File: config.mk
export PLATFORM = sky130hd
export DESIGN_NAME = seg7_scan_driver_flat
export DESIGN_NICKNAME = d
export VERILOG_FILES = /design/src/rtl/seg7_pkg.sv /design/src/rtl/seg7_scan_driver_if.sv /design/src/rtl/seg7_bcd_encode.sv /design/src/rtl/seg7_scan_driver.sv /design/src/flat_wrapper.sv
export SDC_FILE = /design/constraint.sdc
export NUM_CORES = 1
export LEC_CHECK = 0
export ABC_AREA = 1
export BUFFER_PORTS_ARGS = -buffer_cell sky130_fd_sc_hd__buf_2
export CORE_MARGIN = 4
export CORE_UTILIZATION = 35
export CTS_BUF_LIST = sky130_fd_sc_hd__clkbuf_2 sky130_fd_sc_hd__clkbuf_4 sky130_fd_sc_hd__clkbuf_8
export DETAILED_ROUTE_END_ITERATION = 16
export PLACE_DENSITY = 0.52
export SLEW_MARGIN = 20
export SYNTH_ARGS = -nofsm -noshare
export SYNTH_HDL_FRONTEND = slang
export SYNTH_SLANG_ARGS = --single-unit
File: constraint.sdc
create_clock -name clk -period 5.05 [get_ports clk]
set_clock_uncertainty 0.05 [all_clocks]
set_input_delay 0 -clock clk [delete_from_list [all_inputs] [get_ports clk]]
set_output_delay 0 -clock clk [all_outputs]
set_load 0.02 [all_outputs]
File: src/rtl/seg7_pkg.sv
// Shared types and segment constants for the seg7 display codebase.
// Segment bit order is a..g with bit6=a and bit0=g; 1 means the segment is lit.
package seg7_pkg;

    typedef logic [3:0] bcd_t;
    typedef logic [6:0] seg_t;

    localparam seg_t SEG_DIGIT [0:9] = '{
        7'h7E, 7'h30, 7'h6D, 7'h79, 7'h33,
        7'h5B, 7'h5F, 7'h70, 7'h7F, 7'h7B
    };

    // Non-decimal nibbles light only the middle bar.
    localparam seg_t SEG_DASH = 7'b0000001;
    localparam seg_t SEG_OFF  = 7'b0000000;

endpackage

File: src/rtl/seg7_scan_driver_if.sv
// Load/ready handshake bundle carrying a packed BCD word and decimal points.
// The master drives the data, and the scan driver (slave) answers with ready.
interface seg7_scan_driver_if #(
    parameter int NUM_DIGITS = 4
);
    logic                      load;
    logic                      ready;
    logic [4*NUM_DIGITS-1:0]   bcd_in;
    logic [NUM_DIGITS-1:0]     dp_in;

    modport master (output load, output bcd_in, output dp_in, input ready);
    modport slave  (input load, input bcd_in, input dp_in, output ready);
endinterface

File: src/rtl/seg7_bcd_encode.sv
// Combinational BCD nibble to 7-segment pattern (a..g, active-high).
// Nibbles 10..15 are shown as a dash.
module seg7_bcd_encode
    import seg7_pkg::*;
(
    input  bcd_t bcd,
    output seg_t seg
);

    // Table lookup for decimal digits, and a dash for everything else.
    always_comb begin
        // NOTE: give every combinational output a default first so no path leaves it unassigned (latch).
        seg = SEG_DASH;
        if (bcd <= 4'd9) begin
            seg = SEG_DIGIT[bcd];
        end
    end

endmodule

File: src/rtl/seg7_scan_driver.sv
// Time-multiplexed driver for a common-cathode 7-segment display.
// A loaded value waits in a shadow register and reaches the active register
// only at a frame boundary, so a frame never mixes old and new digits.
// Optional build macro SEG7_LZ_BLANK_EN turns on leading-zero suppression.
module seg7_scan_driver
    import seg7_pkg::*;
#(
    parameter int NUM_DIGITS   = 4,
    parameter int REFRESH_DIV  = 1000,
    parameter int GUARD_CYCLES = 2
) (
    input  logic                   clk,
    input  logic                   rst_n,
    seg7_scan_driver_if.slave      bus,
    input  logic                   blank,
    output seg_t                   seg,
    output logic                   dp,
    output logic [NUM_DIGITS-1:0]  digit_sel
);

    localparam int PRE_W = $clog2(REFRESH_DIV);
    localparam int IDX_W = $clog2(NUM_DIGITS);

    localparam logic [PRE_W-1:0] PRE_LAST  = PRE_W'(REFRESH_DIV - 1);
    localparam logic [PRE_W-1:0] PRE_GUARD = PRE_W'(GUARD_CYCLES);
    localparam logic [IDX_W-1:0] IDX_LAST  = IDX_W'(NUM_DIGITS - 1);

    logic [PRE_W-1:0]             pre, pre_nxt;
    logic [IDX_W-1:0]             idx, idx_nxt;
    bcd_t [NUM_DIGITS-1:0]        shadow, active, active_nxt;
    logic [NUM_DIGITS-1:0]        shadow_dp, active_dp, active_dp_nxt;
    logic                         pending;
    logic                         slot_end, frame_end, accept, commit;
    seg_t                         enc_seg, seg_nxt;

    assign slot_end  = (pre == PRE_LAST);
    assign frame_end = slot_end && (idx == IDX_LAST);
    assign accept    = bus.load && !pending;
    assign commit    = frame_end && pending;
    assign bus.ready = !pending;

    // Next scan position: prescaler wraps per slot, digit index wraps per frame.
    always_comb begin
        pre_nxt = pre + PRE_W'(1);
        idx_nxt = idx;
        if (slot_end) begin
            pre_nxt = '0;
            idx_nxt = frame_end ? '0 : idx + IDX_W'(1);
        end
    end

    assign active_nxt    = commit ? shadow    : active;
    assign active_dp_nxt = commit ? shadow_dp : active_dp;

    // Scan counters, handshake capture and frame-aligned commit.
    always_ff @(posedge clk or negedge rst_n) begin
        if (!rst_n) begin
            pre       <= '0;
            idx       <= '0;
            // NOTE: shadow and active are reset so the display shows a defined 0000 after reset.
            shadow    <= '0;
            shadow_dp <= '0;
            active    <= '0;
            active_dp <= '0;
            pending   <= 1'b0;
        end else begin
            // NOTE: state registers use non-blocking assignments so every flop samples pre-edge values.
            pre       <= pre_nxt;
            idx       <= idx_nxt;
            active    <= active_nxt;
            active_dp <= active_dp_nxt;
            if (accept) begin
                shadow    <= bus.bcd_in;
                shadow_dp <= bus.dp_in;
                pending   <= 1'b1;
            end else if (commit) begin
                pending   <= 1'b0;
            end
        end
    end

    seg7_bcd_encode u_encode (
        .bcd (active_nxt[idx_nxt]),
        .seg (enc_seg)
    );

`ifdef SEG7_LZ_BLANK_EN
    logic [NUM_DIGITS-1:0] lz_dark;

    // A digit above 0 goes dark when it and every higher digit are zero with no dp.
    always_comb begin
        logic all_zero;
        lz_dark  = '0;
        all_zero = 1'b1;
        for (int i = NUM_DIGITS - 1; i > 0; i--) begin
            all_zero   = all_zero && (active_nxt[i] == '0) && !active_dp_nxt[i];
            lz_dark[i] = all_zero;
        end
    end

    assign seg_nxt = lz_dark[idx_nxt] ? SEG_OFF : enc_seg;
`else
    assign seg_nxt = enc_seg;
`endif

    // Registered display outputs, aligned with the scan state they describe.
    always_ff @(posedge clk or negedge rst_n) begin
        if (!rst_n) begin
            seg       <= SEG_OFF;
            dp        <= 1'b0;
            digit_sel <= '0;
        end else if (blank) begin
            seg       <= SEG_OFF;
            dp        <= 1'b0;
            digit_sel <= '0;
        end else begin
            seg       <= seg_nxt;
            dp        <= active_dp_nxt[idx_nxt];
            digit_sel <= (pre_nxt >= PRE_GUARD) ? (NUM_DIGITS'(1) << idx_nxt) : '0;
        end
    end

endmodule

File: src/flat_wrapper.sv
// flat-port wrapper written by rule: the top's interface ports become plain ports
module seg7_scan_driver_flat import seg7_pkg::*;
#(
    parameter int NUM_DIGITS   = 4,
    parameter int REFRESH_DIV  = 1000,
    parameter int GUARD_CYCLES = 2
)
  (clk, rst_n, blank, seg, dp, digit_sel, bus_load, bus_bcd_in, bus_dp_in, bus_ready);
  seg7_scan_driver_if #(.NUM_DIGITS(NUM_DIGITS)) bus_i ();
  input  logic clk;
  input  logic rst_n;
  input  logic blank;
  output seg_t seg;
  output logic dp;
  output logic [NUM_DIGITS-1:0] digit_sel;
  input wire logic [$bits(bus_i.load)-1:0] bus_load;
  input wire logic [$bits(bus_i.bcd_in)-1:0] bus_bcd_in;
  input wire logic [$bits(bus_i.dp_in)-1:0] bus_dp_in;
  output wire logic [$bits(bus_i.ready)-1:0] bus_ready;
  assign bus_i.load = bus_load;
  assign bus_i.bcd_in = bus_bcd_in;
  assign bus_i.dp_in = bus_dp_in;
  assign bus_ready = bus_i.ready;
  seg7_scan_driver #(.NUM_DIGITS(NUM_DIGITS), .REFRESH_DIV(REFRESH_DIV), .GUARD_CYCLES(GUARD_CYCLES)) u_core (.clk(clk), .rst_n(rst_n), .bus(bus_i), .blank(blank), .seg(seg), .dp(dp), .digit_sel(digit_sel));
endmodule
==> results of run 1 <==
[stage by stage]
| step | area [sq um] | hold WS, ns |
|---|---|---|
| CTS | 3910 | 0.307 |
| floorplan | 3180 | -0.346 |
| global route | 3910 | 0.324 |
| detailed placement | 3430 | 0.141 |
| finish | 3910 | 0.323 |
| global placement | 3430 | 0.143 |
[worst reg2reg max path: cells and delay by family, from the launching register on]
family          cells  cell delay (ns)
fa+ha+maj           2             0.45
buf+inv             1             0.10
flops               1             0.39
compound gates      1             0.35
simple gates       12             1.75
[per-layer routing]
metal  wire, microns  track usage (%)
met1            3090             19.1
met4             125             6.57
met2            2820             19.8
met3             298             3.02
met5               0                0
[flip-flops by register name, indices dropped and copies added (netlist names)]
signal and cells:
u_core.active_dp 4, u_core.pre 10, u_core.pending 1, u_core.seg 7, u_core.digit_sel 4, u_core.shadow 16, u_core.shadow_dp 4, u_core.active 16
u_core.idx 2, u_core.dp 1
[Yosys cell counts (all sizes together)]
cell	count
inv	38
nand2	113
a21oi	10
nor3	2
o21bai	2
ha	7
dfrtp	65
nand4	15
mux2	12
xor2	2
a41oi	1
o21ai	12
nand3	13
or2	1
nor2	42
buf	6
nand3b	2
clkbuf	3
[timing repair]
item | 4_1_cts | 5_1_grt
endpoints found under the hold margin | 96 | 0
resized for setup | 0 | 0
hold buffers | 23 | 0
[area by class of cell]
type,instances,area (sq um),area share [%]
Inverter,38,150,3.84
Multi-Input combinational cell,234,1330,34.0
Timing Repair Buffer,60,418,10.7
Tap cell,108,135,3.46
Clock buffer,11,145,3.71
Clock inverter,5,103,2.63
Sequential cell,65,1630,41.6
[kinds of logic (layout without fill, tap and decap cells)]
logic type,count (synthesis),count (layout),synth area share (%)
fa+ha+maj,7,7,2.76
xor+xnor,2,2,0.552
buf+inv,47,114,6.89
mux,12,12,4.26
compound gates,25,25,4.33
simple gates,188,188,30.0
flops,65,65,51.2
[final timing paths]
kind,startpoint,to,cells past startpoint
max in group asynchronous,rst_n,u_core.shadow[11]$_DFFE_PN0P_,3
max,u_core.pre[0]$_DFF_PN0_,u_core.seg[3]$_DFF_PN0_,16
max reg2reg,u_core.pre[0]$_DFF_PN0_,u_core.seg[3]$_DFF_PN0_,16
min reg2reg,u_core.active[9]$_DFF_PN0_,u_core.active[9]$_DFF_PN0_,2
min in group asynchronous,rst_n,u_core.digit_sel[3]$_DFF_PN0_,3
min,blank,u_core.dp$_DFF_PN0_,3
[where the power goes]
group          internal [uW]  switching, uW  leakage, uW
logic                   32.3           29.6      0.00114
clock network            346            198     0.000123
registers                542           9.25     0.000826
total                    920            237      0.00209
==> metrics.csv, run 1 <==
metric,value,unit
crit_arrival,3.38,ns
area_growth,23.0,%
maxCapViolations,0,
place_hpwl,4550,microns
r2r_setup_slack,1.85,ns
tightest_slew,0.955,ns
cts_tree,done,
grt_pass1_wl,11000,microns
first_iter_violations,108,
ys_ff_latch,65,
synth_top_area_share,51.2,%
avgSynthCellArea,9.18,sq um
gr-usage-all-layers,13.6,%
vdd_drop_max,0.000158,V
clk_pin_slew,0.07,ns
ant_nets,0,
post-route-period-util,63.4,%
die_area,10700,sq um
max_freq,0.312,GHz
ys_types,32,
die_y,103,microns
cts.sinks,65,
p_leak,0.00209,uW
drc,0,
fill_cells,888,
max_stage_delay,0.47,ns
synthTopCellsByArea,"dfrtp_1, nand2_1, mux2_2",
antenna_found_initial,0,
final_layout_size_suffix_gt1_share,25.4,%
vias,2361,
cts_buffers,9,
mostFrequentLayoutCells,"nand2_1, dfrtp_1, buf_2",
first_pass_iters,4,
place.gp.congestion,0.786,
cp.buffers_inverters,1,
critPathKind,reg2reg,
synth_area_leader_cell,dfrtp_1,
rsz0062_at_grt,false,
crit_chain,"ha_1, nand2_4, nor2_8, nand3_2, o21ai_1, nand2_1, nand2_1, nand2_1, nand2_1, inv_1, ha_1, or2_2, nand3_1, nand2_1, nand2_2, nor2_1",
setup_viol,0,
cts_max_level,3,
ys_warn_count,0,
postLayoutSetupSlackWorst,1.85,ns
crit_path_top_delay_cell,nand3_2,
syn_nets,377,
crit_fanout,29,
ys_seq_area_share,51.2,%
rows,34,
path_delay_family,simple AND/OR/NAND/NOR gates,
dp.cells,482,
start_kind,flip-flop,
fin_util,44.6,%
synth_area,3180,sq um
cts_setup_buffers,0,
avgRoutedWirePerCell,12.1,microns
endpoint_kind,flip-flop,
diodes,0,
drv_slew,0,
hold_path_class,in2reg,
period_needed,3.20,ns
hold_viol,0,
nets,439,
grt_pass1_vias,2293,
core_area,8760,sq um
layout_commonest_cell,nand2_1,
initial_core_util,36.2,%
grt_max_degree,66,
pin_count,37,
clockBufferDepth,2,
outcome,finished clean,
gr-total-overflow,0,
cp.required,5.23,ns
power,1160,uW
final-instance-count-excl-fill,521,
p_per_area,296,nW/um^2
io_buffers,36,
die_x,103,microns
drt-total-wl,6330,microns
root_buffer,clkbuf_8,
via_per_inst,4.53,
synthCells,346,
slew_headroom,36.2,%
cp_common_cell,nand2_1,
timing.setup.tns,0,ns
post-place-ws,1.84,ns
clock_latency,0.34,ns
Power figures use the tool's default switching activity.
==> run 2: changes to the inputs <==
--- a/config.mk
+++ b/config.mk
@@ -11,7 +11,7 @@
 export CORE_UTILIZATION = 35
 export CTS_BUF_LIST = sky130_fd_sc_hd__clkbuf_2 sky130_fd_sc_hd__clkbuf_4 sky130_fd_sc_hd__clkbuf_8
 export DETAILED_ROUTE_END_ITERATION = 16
-export PLACE_DENSITY = 0.52
+export PLACE_DENSITY = 0.54
 export SLEW_MARGIN = 20
 export SYNTH_ARGS = -nofsm -noshare
 export SYNTH_HDL_FRONTEND = slang
==> constraint.sdc (replaced) <==
create_clock -name clk -period 2.9 [get_ports clk]
set_clock_uncertainty 0.05 [all_clocks]
set_input_delay 0 -clock clk [delete_from_list [all_inputs] [get_ports clk]]
set_output_delay 0 -clock clk [all_outputs]
set_load 0.02 [all_outputs]
==> run 2 against run 1 <==
Count of clock-buffer cells in the layout unchanged. Wire length increased by 5.0%. Final cell count increased by 1.2%. Highest routed layer unchanged. Final area increased by 1.2%. Critical path depth increased by 2. Combinational power increased by 76%. Non-clock buffer count increased by 6. Largest cell class unchanged. Clock power increased by 66%. Die area unchanged. Largest power group unchanged.
==> metrics.csv, run 2 (synthesis gave the netlist of run 1 again) <==
metric,value,unit
maxCapViolations,0,
max_freq,0.370,GHz
crit_fanout,13,
cp.required,3.08,ns
die_y,103,microns
start_kind,flip-flop,
first_iter_violations,84,
vias,2443,
seq_area,1630,sq um
die_area,10700,sq um
reg_top3,"u_core.active (16), u_core.shadow (16), u_core.pre (10)",
die_x,103,microns
area_growth,24.5,%
p_int,1540,uW
gr-total-overflow,0,
setup_viol,0,
clk_pin_slew,0.07,ns
place_hpwl,4840,microns
timing.setup.tns,0,ns
p_per_area,498,nW/um^2
rsz0062_at_grt,false,
p_sw,432,uW
root_buffer,clkbuf_8,
first_pass_iters,4,
final-instance-count-excl-fill,527,
layout_commonest_cell,nand2_1,
final_layout_size_suffix_gt1_share,26.7,%
clock_latency,0.34,ns
cts_setup_buffers,0,
pin_count,37,
hold_path_class,in2async,
power_frac_seq,48.7,%
hold_viol,0,
drt-total-wl,6640,microns
multi_input_area,1340,sq um
tightest_slew,0.948,ns
grt_max_degree,44,
core_area,8760,sq um
drv_slew,0,
period_needed,2.70,ns
critPathKind,reg2reg,
crit_arrival,2.88,ns
ant_nets,0,
grt_pass1_wl,11800,microns
outcome,finished clean,
cts_tree,done,
cts.sinks,65,
place.gp.congestion,0.824,
sw_frac_of_total,22.0,%
gr-usage-all-layers,14.2,%
p_comb_share,5.5,%
drc,0,
slew_headroom,36.6,%
io_buffers,36,
rows,34,
post-route-period-util,93.2,%
dp.cells,488,
vdd_drop_max,0.000350,V
fill_cells,853,
clockBufferDepth,2,
antenna_found_initial,0,
diodes,0,
mostFrequentLayoutCells,"nand2_1, dfrtp_1, buf_2",
initial_core_util,36.2,%
avgRoutedWirePerCell,12.6,microns
endpoint_kind,flip-flop,
grt_pass1_vias,2482,
via_per_inst,4.64,
p_leak,0.00211,uW
clkPwrFrac,45.8,%
cts_buffers,9,
nets,445,
cts_max_level,3,
holdWs,0.107,ns
run 2: repair_timing:
action	CTS	global route
hold buffers	23	0
endpoints found under the setup margin	0	6
hold endpoints to repair	50	0
gates resized for setup	0	2
run 2: worst paths after layout:
path | from | to | slack (ns) | depth (start not counted)
max in group asynchronous | rst_n | u_core.active_dp[1]$_DFF_PN0_ | 1.77 | 3
max | u_core.pre[0]$_DFF_PN0_ | u_core.seg[3]$_DFF_PN0_ | 0.20 | 18
min in group clk | blank | u_core.dp$_DFF_PN0_ | 0.33 | 3
max reg2reg | u_core.pre[0]$_DFF_PN0_ | u_core.seg[3]$_DFF_PN0_ | 0.20 | 18
min | rst_n | u_core.pre[4]$_DFF_PN0_ | 0.11 | 2
min reg2reg | u_core.active[5]$_DFF_PN0_ | u_core.active[5]$_DFF_PN0_ | 0.43 | 2
run 2: area by class of cell:
class                   count  share of cell area [%]
flip-flops and latches     65                    41.2
multi-input cells         234                    33.9
repair buffers             66                    11.7
clock buffers              11                    3.83
inverters                  38                    3.80
well taps                 108                    3.42
clock inverters             5                    2.18
run 2: per-stage QoR:
step | area, sq um | power, uW | setup WS, ns | util, %
after floorplan | 3180 | 1010 | 0.381 | -
after global placement | 3470 | 1060 | 0.190 | 39.6
after detailed placement | 3470 | 1060 | 0.114 | 39.6
after CTS | 3940 | 2000 | 0.0997 | 45.0
after global routing | 3950 | 2060 | 0.0169 | 45.1
final | 3950 | 1970 | 0.196 | 45.1
run 2: layer usage:
metal,vias to the layer above,track usage (%),share of wire (%)
met5,-,0,0
met4,0,5.08,1.4
met3,8,3.76,3.5
met2,45,22.1,45
met1,1149,19.2,50
li1,1241,-,-
run 2: power by group through the flow:
| stage | sequential, uW | combinational (uW) | clock [uW] |
|---|---|---|---|
| floorplan | 978 | 34.7 | 0 |
| global placement | 975 | 85.7 | 0 |
| detailed placement | 977 | 87.9 | 0 |
| CTS | 958 | 112 | 931 |
| global route | 961 | 125 | 972 |
| finish | 958 | 109 | 902 |
run 2: worst max-delay path, stage by stage, from the launching register on:
cell and delay (ns):
dfrtp_1 0.40, ha_2 0.23, nand2_4 0.10, nor2_8 0.13, nand3_4 0.11, nand2_2 0.10, nand2_4 0.15, inv_8 0.12
nand2_2 0.06, nor2_1 0.10, nor2_1 0.06, nand2_2 0.09, inv_1 0.08, ha_1 0.20, or2_2 0.29, nand3_1 0.08
nand2_1 0.08, nand2_2 0.10, nor2_1 0.06
==> run 3: changes to the inputs <==
--- a/config.mk
+++ b/config.mk
@@ -5,13 +5,13 @@
 export SDC_FILE = /design/constraint.sdc
 export NUM_CORES = 1
 export LEC_CHECK = 0
-export ABC_AREA = 1
 export BUFFER_PORTS_ARGS = -buffer_cell sky130_fd_sc_hd__buf_2
 export CORE_MARGIN = 4
 export CORE_UTILIZATION = 35
 export CTS_BUF_LIST = sky130_fd_sc_hd__clkbuf_2 sky130_fd_sc_hd__clkbuf_4 sky130_fd_sc_hd__clkbuf_8
 export DETAILED_ROUTE_END_ITERATION = 16
-export PLACE_DENSITY = 0.54
+export PLACE_DENSITY = 0.55
+export REMOVE_ABC_BUFFERS = 1
 export SLEW_MARGIN = 20
 export SYNTH_ARGS = -nofsm -noshare
 export SYNTH_HDL_FRONTEND = slang
==> run 3 against run 2 <==
Count of clock-buffer cells in the layout stayed put. Final cell count down 19%. Total power decreased by 1.6%. Core utilization rose by 3.1 points. Sequential share of layout area rose by 0.10 points. Final area shrank 0.25%. Non-clock buffer count rose by 15. Critical path depth is 6 lower. Combinational power about the same. Flip-flop and latch count stayed put. Hold slack better by 0.043 ns. Wire length is 11% lower. Critical path type unchanged.
==> metrics.csv, run 3 <==
metric,value,unit
holdWs,0.150,ns
io_buffers,36,
async_reset_ff_share,100,%
design_area,3940,sq um
synth_area_leader_cell,dfrtp_1,
layout_commonest_cell,dfrtp_1,
rsz0062_at_grt,true,
place_area,3340,sq um
synth_area,2930,sq um
crit_path_top_delay_cell,a2111o_1,
setup_viol,0,
ant_nets,0,
r2r-end,u_core.seg[2]$_DFF_PN0_,
slew_headroom,61.6,%
mostFrequentLayoutCells,"dfrtp_1, buf_2, mux2_2",
multi_input_area,1320,sq um
p_leak,0.00194,uW
r2r_setup_slack,0.06,ns
postLayoutSetupSlackWorst,0.0621,ns
ys_types,46,
cp.required,3.11,ns
cp_common_cell,ha_4,
grt_pass1_wl,9790,microns
ys_ff_latch,65,
drv_slew,0,
crit_arrival,3.05,ns
core_area,8180,sq um
drc,0,
reg2reg_depth,12,
period_needed,2.84,ns
synthCells,234,
yosysMostFrequentCell,dfrtp_1,
synthTopCellsByArea,"dfrtp_1, mux2_2, ha_1",
diodes,0,
place.gp.congestion,0.793,
pin_count,37,
grt_max_degree,47,
synth-main-ff-cell,dfrtp_1,
max_freq,0.352,GHz
place_hpwl,4150,microns
area_growth,34.8,%
gr-usage-all-layers,12.7,%
crit_chain,"ha_4, and4bb_4, nand4_4, mux2_4, nor2b_4, a2111o_1, inv_2, ha_4, nor2_4, nor3_4, o21bai_4, a211oi_2",
via_per_inst,4.74,
ys_seq_area_share,55.6,%
avgSynthCellArea,12.5,sq um
crit_fanout,6,
clockBufferDepth,2,
path_delay_family,simple AND/OR/NAND/NOR gates,
synth_edf_count,0,
start_kind,flip-flop,
cts_tree,done,
hold_viol,0,
die_x,99.4,microns
reg_top3,"u_core.active (16), u_core.shadow (16), u_core.pre (10)",
rows,33,
hold_path_class,in2async,
cp.buffers_inverters,1,
cts_buffers,9,
netlist_top_cells_count,"dfrtp_1, mux2_2, nor2_1",
die_area,9880,sq um
die_y,99.4,microns
post-route-period-util,97.9,%
first_iter_violations,68,
drt-total-wl,5910,microns
fin_util,48.2,%
p_per_area,491,nW/um^2
fill_cells,765,
endpoint_kind,flip-flop,
nets,351,
final-instance-count-excl-fill,429,
first_pass_iters,4,
vias,2034,
cts_max_level,3,
clk_pin_slew,0.07,ns
seq_area,1630,sq um
max_stage_delay,0.45,ns
initial_core_util,35.8,%
maxCapViolations,0,
avgRoutedWirePerCell,13.8,microns
r2r-start,u_core.pre[1]$_DFF_PN0_,
ys_warn_count,0,
clock_latency,0.34,ns
outcome,finished clean,
post-place-ws,0.00764,ns
cts.sinks,65,
antenna_found_initial,0,
grt_pass1_vias,1974,
dp.cells,388,
critPathKind,reg2reg,
synth_top_area_share,55.6,%
final_layout_size_suffix_gt1_share,41.4,%
gr-total-overflow,0,
vdd_drop_max,0.000317,V
root_buffer,clkbuf_8,
tightest_slew,0.575,ns
[run 3: changes by cell type after synthesis, sizes merged, moves of 10 or more]
cell and delta:
mux2 +20, nand4 -12, inv -25, nor2 -25, nand2 -102, nand3 -10
[run 3: cells by family (layout without fill, tap and decap cells)]
group | Yosys count | count (layout) | synth area share (%)
flip-flops | 65 | 65 | 55.6
buffers and inverters | 19 | 109 | 3.04
AO/OA/AOI/OAI | 36 | 36 | 9.37
AND/OR/NAND/NOR | 63 | 63 | 12.3
multiplexers | 38 | 38 | 14.9
XOR/XNOR | 6 | 6 | 1.80
adder cells (fa/ha/maj) | 7 | 7 | 2.99
[run 3: per-layer routing]
| metal | track usage [%] | vias to the layer above | wire (microns) |
|---|---|---|---|
| met5 | 0 | - | 0 |
| met3 | 3.93 | 9 | 263 |
| met1 | 17.8 | 986 | 2870 |
| li1 | - | 1005 | - |
| met2 | 18.5 | 34 | 2690 |
| met4 | 4.73 | 0 | 75 |
[run 3: timing repair]
action | in CTS | in global routing
buffers inserted | 0 | 3
endpoints found under the setup margin | 2 | 7
gates resized for setup | 2 | 23
hold buffers | 23 | 0
pin swaps | 2 | 5
hold endpoints to repair | 67 | 0
[run 3: cell type report]
type / count / area share [%]
Sequential cell: 65 / 41.3
Multi-Input combinational cell: 150 / 33.5
Timing Repair Buffer: 81 / 14.9
Clock buffer: 11 / 3.84
Tap cell: 105 / 3.33
Clock inverter: 4 / 1.94
Inverter: 13 / 1.24
[run 3: how the worst max path moves through the flow]
stage	startpoint	to	slack (ns)	cells past startpoint
2_1_floorplan	u_core.pre[0]$_DFF_PN0_	u_core.seg[2]$_DFF_PN0_	-0.18	12
3_3_place_gp	u_core.pre[0]$_DFF_PN0_	u_core.seg[2]$_DFF_PN0_	0.09	12
3_5_place_dp	u_core.pre[1]$_DFF_PN0_	u_core.seg[2]$_DFF_PN0_	0.008	12
4_1_cts	u_core.idx[0]$_DFF_PN0_	u_core.seg[0]$_DFF_PN0_	0.04	13
5_1_grt	u_core.pre[1]$_DFF_PN0_	u_core.seg[6]$_DFF_PN0_	-0.11	12
6_report	u_core.pre[1]$_DFF_PN0_	u_core.seg[2]$_DFF_PN0_	0.06	12
[run 3: power by group]
part / internal [uW] / switching (uW) / total, uW
Sequential: 944 / 19.2 / 963
Combinational: 64.2 / 44.2 / 108
Clock: 527 / 338 / 865
[run 3: through the flow]
stage                     TNS [ns]  total power (uW)
final                            0              1940
after floorplan             -0.790              1010
after CTS                        0              1960
after detailed placement         0              1070
after global placement           0              1070
after global routing        -0.478              2010
[run 3: worst register-to-register path, stage by stage, from the launching register on]
cell and delay, ns:
dfrtp_1 0.41, ha_4 0.17, and4bb_4 0.27, nand4_4 0.15, mux2_4 0.34, nor2b_4 0.12
a2111o_1 0.45, inv_2 0.10, ha_4 0.14, nor2_4 0.04, nor3_4 0.20, o21bai_4 0.11
a211oi_2 0.20
